==> src/rtl/dpcm_decoder_if.sv <==
// Handshake and result bus between the DPCM encoder output side and the
// DPCM decoder. The master drives differences in; the slave returns the
// reconstructed samples and the saturation count.
interface dpcm_decoder_if #(
    parameter int DATA_W = 32,
    parameter int CNT_W  = 16
);
    logic              Valid;
    logic [DATA_W-1:0] DataIn;
    logic              Clear;
    logic              Ready;
    logic [DATA_W-1:0] DataOut;
    logic              OutValid;
    logic [CNT_W-1:0]  SatCount;

    modport master (
        output Valid, DataIn, Clear,
        input  Ready, DataOut, OutValid, SatCount
    );

    modport slave (
        input  Valid, DataIn, Clear,
        output Ready, DataOut, OutValid, SatCount
    );
endinterface

==> src/rtl/dpcm_decoder.sv <==
// DPCM reconstruction stage: adds each signed difference to the last
// reconstructed sample, clamps the result to the unsigned sample range,
// publishes it and keeps it as the next predictor. Four-cycle iterative
// datapath (IDLE -> SUM -> CLAMP -> DONE), one sample per acceptance.
module dpcm_decoder #(
    parameter int DATA_W   = 32,
    parameter int SAMPLE_W = 8,
    parameter int CNT_W    = 16
) (
    input  logic           clk,
    input  logic           rst,
    dpcm_decoder_if.slave  bus
);

    typedef enum logic [1:0] {
        IDLE  = 2'd0,
        SUM   = 2'd1,
        CLAMP = 2'd2,
        DONE  = 2'd3
    } state_t;

    state_t                 state_r;
    logic [DATA_W-1:0]      diff_r;
    logic [SAMPLE_W-1:0]    pred_r;
    logic signed [DATA_W:0] sum_r;
    logic [SAMPLE_W-1:0]    result_r;
    logic                   sat_r;
    logic                   ready_r;
    logic [DATA_W-1:0]      data_out_r;
    logic                   out_valid_r;
    logic [CNT_W-1:0]       sat_count_r;
    logic signed [DATA_W:0] sum_s;

    // Clamp a DATA_W+1 bit signed sum into 0..2^SAMPLE_W-1.
    // Returns {saturation_event, clamped_sample}.
    function automatic logic [SAMPLE_W:0] clamp_sample(input logic [DATA_W:0] sum);
        if (sum[DATA_W]) begin
            return {1'b1, {SAMPLE_W{1'b0}}};
        end else if (|sum[DATA_W-1:SAMPLE_W]) begin
            return {1'b1, {SAMPLE_W{1'b1}}};
        end else begin
            return {1'b0, sum[SAMPLE_W-1:0]};
        end
    endfunction

    // One extra bit of headroom: unsigned predictor plus any signed difference never overflows.
    always_comb begin
        sum_s = $signed({{(DATA_W+1-SAMPLE_W){1'b0}}, pred_r})
              + $signed({diff_r[DATA_W-1], diff_r});
    end

    // Control FSM and datapath registers; all outputs are registered here.
    always_ff @(posedge clk or negedge rst) begin
        if (!rst) begin
            state_r     <= IDLE;
            diff_r      <= '0;
            pred_r      <= '0;
            sum_r       <= '0;
            result_r    <= '0;
            sat_r       <= 1'b0;
            ready_r     <= 1'b1;
            data_out_r  <= '0;
            out_valid_r <= 1'b0;
            sat_count_r <= '0;
        end else begin
            out_valid_r <= 1'b0;
            case (state_r)
                IDLE: begin
                    ready_r <= 1'b1;
                    // Clear lands on the same edge as a possible capture, so a
                    // simultaneously accepted sample is summed against zero.
                    if (bus.Clear) begin
                        pred_r <= '0;
                    end
                    if (bus.Valid) begin
                        diff_r  <= bus.DataIn;
                        ready_r <= 1'b0;
                        state_r <= SUM;
                    end else begin
                        state_r <= IDLE;
                    end
                end
                SUM: begin
                    sum_r   <= sum_s;
                    state_r <= CLAMP;
                end
                CLAMP: begin
                    {sat_r, result_r} <= clamp_sample(sum_r);
                    state_r           <= DONE;
                end
                DONE: begin
                    pred_r      <= result_r;
                    data_out_r  <= {{(DATA_W-SAMPLE_W){1'b0}}, result_r};
                    out_valid_r <= 1'b1;
                    if (sat_r && (sat_count_r != {CNT_W{1'b1}})) begin
                        sat_count_r <= sat_count_r + {{(CNT_W-1){1'b0}}, 1'b1};
                    end
                    ready_r <= 1'b1;
                    state_r <= IDLE;
                end
                default: begin
                    ready_r <= 1'b1;
                    state_r <= IDLE;
                end
            endcase
        end
    end

    assign bus.Ready    = ready_r;
    assign bus.DataOut  = data_out_r;
    assign bus.OutValid = out_valid_r;
    assign bus.SatCount = sat_count_r;

endmodule

==> src/flat_wrapper.sv <==
// flat-port wrapper written by rule: the top's interface ports become plain ports
module dpcm_decoder_flat 
#(
    parameter int DATA_W   = 32,
    parameter int SAMPLE_W = 8,
    parameter int CNT_W    = 16
)
  (clk, rst, bus_Valid, bus_DataIn, bus_Clear, bus_Ready, bus_DataOut, bus_OutValid, bus_SatCount);
  dpcm_decoder_if #(.DATA_W(DATA_W), .CNT_W(CNT_W)) bus_i ();
  input  logic clk;
  input  logic rst;
  input wire logic [$bits(bus_i.Valid)-1:0] bus_Valid;
  input wire logic [$bits(bus_i.DataIn)-1:0] bus_DataIn;
  input wire logic [$bits(bus_i.Clear)-1:0] bus_Clear;
  output wire logic [$bits(bus_i.Ready)-1:0] bus_Ready;
  output wire logic [$bits(bus_i.DataOut)-1:0] bus_DataOut;
  output wire logic [$bits(bus_i.OutValid)-1:0] bus_OutValid;
  output wire logic [$bits(bus_i.SatCount)-1:0] bus_SatCount;
  assign bus_i.Valid = bus_Valid;
  assign bus_i.DataIn = bus_DataIn;
  assign bus_i.Clear = bus_Clear;
  assign bus_Ready = bus_i.Ready;
  assign bus_DataOut = bus_i.DataOut;
  assign bus_OutValid = bus_i.OutValid;
  assign bus_SatCount = bus_i.SatCount;
  dpcm_decoder #(.DATA_W(DATA_W), .SAMPLE_W(SAMPLE_W), .CNT_W(CNT_W)) u_core (.clk(clk), .rst(rst), .bus(bus_i));
endmodule
==> config.mk <==
export PLATFORM = sky130hd
export DESIGN_NAME = dpcm_decoder_flat
export DESIGN_NICKNAME = d
export VERILOG_FILES = /design/src/rtl/dpcm_decoder_if.sv /design/src/rtl/dpcm_decoder.sv /design/src/flat_wrapper.sv
export SDC_FILE = /design/constraint.sdc
export NUM_CORES = 1
export LEC_CHECK = 0
export ABC_AREA = 1
export CELL_PAD_IN_SITES_DETAIL_PLACEMENT = 1
export CELL_PAD_IN_SITES_GLOBAL_PLACEMENT = 1
export CORE_MARGIN = 4
export CORE_UTILIZATION = 44
export CTS_CLUSTER_SIZE = 8
export DETAILED_ROUTE_END_ITERATION = 12
export GPL_ROUTABILITY_DRIVEN = 0
export PLACE_DENSITY_LB_ADDON = 0.1
export SYNTH_ARGS = -nofsm -noshare
export SYNTH_HDL_FRONTEND = slang
export SYNTH_SLANG_ARGS = --single-unit
==> constraint.sdc <==
create_clock -name clk -period 5.31 [get_ports clk]
set_clock_uncertainty 0.1 [all_clocks]
set_input_delay 1.3275 -clock clk [delete_from_list [all_inputs] [get_ports clk]]
set_output_delay 1.3275 -clock clk [all_outputs]
set_load 0.02 [all_outputs]
==> key figures <==
Run status
  • Status: finished, final reports clean

Timing
  • Endpoints failing setup: 0
  • Final hold vios: 0
  • Tmin final: 2897 ps
  • Final hold slack: between 300 and 400 ps
  • Tcrit/Tclk final: 0.5456
  • Slew margin rel.: 0.2996
  • Max-slew violation count: 0
  • Fmax achieved: 345.2 MHz
  • Actual slew at the worst max-slew pin: about 1100 ps
  • Final setup margin: roughly 2400 ps
  • Total negative setup slack: 0 ps
  • Unrepaired setup endpoints after global routing: no

Power and ir drop
  • Static leakage: between 3 and 4 nW
  • Combinational fraction of design power: 0.421
  • Clock power frac: 0.182
  • VDD IR max: approximately 0.23 mV
  • Switching power: 0.001599 W
  • Seq pwr share: 0.397
  • Sw frac: 0.4241
  • Pint: 0.002171 W
  • Pwr Density: approximately 540 nW/µm²
  • Total power: ~0.0038 W

GRT
  • Largest net degree at the start of global routing: roughly 80
  • Vias in the first global route: 5279
  • GRT overflow: 0
  • Initial antenna violation count: 0
  • First-pass GRT wire length: around 26 mm
  • GRT Overall Usage: 0.2018

Yosys
  • Synth top cells by count: nand2_1 (231), dfrtp_1 (109), inv_1 (76), nor2_1 (66), o21ai_0 (46)
  • Area share of the largest cell type after synthesis: 0.4521
  • Syn Inst Count: roughly 760
  • Ranking of synthesized cells by area: dfrtp_1 (45%), nand2_1 (14%), inv_1 (4.7%)
  • Post-synth ARST share: 1.000
  • EDFF count, synth: 0
  • Synth area leader: dfrtp_1
  • Synth Register Bits: 110
  • Post-synthesis sequential area ratio: 0.4564
  • Primary FF master, synth: dfrtp_1
  • Post-synthesis cell type count: 37
  • Netlist Area Pre-Place: 6033 µm²
  • Count leader, synth: nand2_1
  • Avg Inst Size Synth: about 8 µm²
  • Yosys warns: 0

Drt
  • Vias per inst: 5.012
  • ANT nets after route: 0
  • Routed WL: ~15 mm
  • Wire length per cell: between 15 and 20 µm
  • First-pass iteration count of the detailed router: 6
  • DRC: 0
  • Vias: around 5k
  • Starting DRT DRC Count: about 270

CTS
  • CTS tree: done
  • CTS Buf Count: 9
  • Post-cts resize count: 0
  • Hold Buf Count CTS: 0
  • CTS Buffer Depth: 2
  • Clock sink total: 110
  • Clock Tree Root: clkbuf_16
  • H-tree Lvls: 3
  • Latest clock arrival within the worst-skew pair: roughly 350 ps
  • Clock-pin slew on the worst setup and hold paths: ~80 ps
  • Setup bufs post-CTS: 0

Setup path
  • CP cell instances: clkdlybuf4s50_1
  • Worst EP required: slightly below 4000 ps
  • Crit end category: output pin
  • CP max FO: 2
  • Setup CP Type: flip-flop to output pin
  • Bufs and invs on worst path: 1
  • Startpoint types: flip-flop
  • Slowest CP cell: clkdlybuf4s50_1
  • Largest delay share family, worst path: buffers and inverters
  • Slowest cell delay on critical path: ~590 ps
  • WP data arrival: around 1500 ps

Placed design
  • Port bufs: 61
  • Post-Place Cell Area: around 6700 µm²
  • Pre-CTS setup slack: 2102 ps
  • Hpwl dp: around 12 mm

Finish
  • Footprint of the multi-input gates: between 2000 and 3000 µm²
  • FF+latch area: 2754 µm²
  • ANT cells: 0
  • # fillers: 1684
  • Final #Nets: 860
  • Final Cell Area: around 7000 µm²
  • Layout Area Growth over Synthesis: 15.62%
  • Share of layout cells above drive strength 1: 0.08968

Die
  • Io pins: 86
  • Die W: ~130 µm
  • Die area: between 15000 and 20000 µm²
  • Die Ht: 125.1 µm
  • Core Region: roughly 13000 µm²
  • Starting density of the core: 0.4520
  • Std-Cell Rows: 42

Job
  • Max cap viols: 0

Worst hold path
  • Hold crit path type: flip-flop to flip-flop
-- routing by layer --
layer | global-route usage | share of wire
met1 | 0.2630 | 0.46
met2 | 0.3521 | 0.50
met3 | 0.02516 | 0.030
met4 | 0.06250 | 0.015
met5 | 0 | 0
-- flip-flops by register name, summed over array words and instances, names as in the netlist --
signal	flops
u_core.bus.DataOut	8
u_core.bus.OutValid	1
u_core.bus.Ready	1
u_core.bus.SatCount	16
u_core.diff_r	32
u_core.pred_r	8
u_core.result_r	8
u_core.sat_r	1
u_core.state_r	2
u_core.sum_r	33
-- power groups by stage --
stage / combinational, W / sequential (W) / clock, W
after floorplan: 0.00112 / 0.00148 / 0
after global placement: 0.00153 / 0.00149 / 0
after detailed placement: 0.00160 / 0.00151 / 0
after CTS: 0.00162 / 0.00150 / 0.000704
after global routing: 0.00182 / 0.00155 / 0.000742
final: 0.00159 / 0.00150 / 0.000687
-- cell families (layout without fill, tap and decap cells) --
family | Yosys count | after routing | share of synthesized area
AOI/OAI and AO/OA | 75 | 75 | 0.06740
xor gates and xnor gates | 18 | 18 | 0.02613
adders and majority gates | 14 | 14 | 0.03028
buffers and inverters | 120 | 156 | 0.09622
DFF | 110 | 110 | 0.4565
muxes | 17 | 17 | 0.03173
other | 1 | 24 | 0.0006216
and+or+nand+nor | 400 | 400 | 0.2912
-- through the flow --
step           instances    util
2_1_floorplan        778       -
5_1_grt              990  0.5226
4_1_cts              990  0.5226
3_5_place_dp         975  0.5003
6_report             990  0.5226
3_3_place_gp         975  0.5003
-- cell type report --
class / count / area share
Multi-Input combinational cell: 548 / 0.3996
Tap cell: 176 / 0.03157
Sequential cell: 110 / 0.3948
Timing Repair Buffer: 63 / 0.08933
Clock buffer: 9 / 0.03229
Clock inverter: 6 / 0.01040
Inverter: 78 / 0.04197
-- final timing paths --
| path | startpoint | endpoint | slack, ps | depth (start not counted) |
|---|---|---|---|---|
| worst max-delay path | u_core.bus.Ready | bus_Ready | 2410 | 1 |
| worst min-delay path | u_core.sum_r[0] | u_core.sum_r[0] | 370 | 2 |
| worst max register to register | u_core.state_r[0] | u_core.bus.SatCount[7] | 2870 | 5 |
| worst min register to register | u_core.sum_r[0] | u_core.sum_r[0] | 370 | 2 |
| max in group asynchronous | rst | u_core.diff_r[20] | 3060 | 2 |
| min in group asynchronous | rst | u_core.bus.DataOut[4] | 1060 | 1 |
-- cells in the final DEF, fill, tap and decap left out, types with 3 or more instances in the layout --
master,Yosys,layout
nand3_2,4,4
buf_4,24,3
nand4_1,11,11
nor3_1,14,14
clkbuf_16,0,9
nand2_2,13,14
o21ai_0,46,46
conb_1,1,24
xnor2_1,8,8
dfrtp_1,109,109
a21oi_1,18,18
nand3_1,44,44
xor2_1,10,10
nor2_1,66,66
mux2_2,17,17
clkinv_4,0,3
clkdlybuf4s50_1,0,60
nand3b_1,6,6
inv_1,76,76
nand2_1,231,230
nor2_4,3,3
o21ai_2,8,8
ha_1,13,13
No activity file was read; power rests on OpenSTA's default activity.
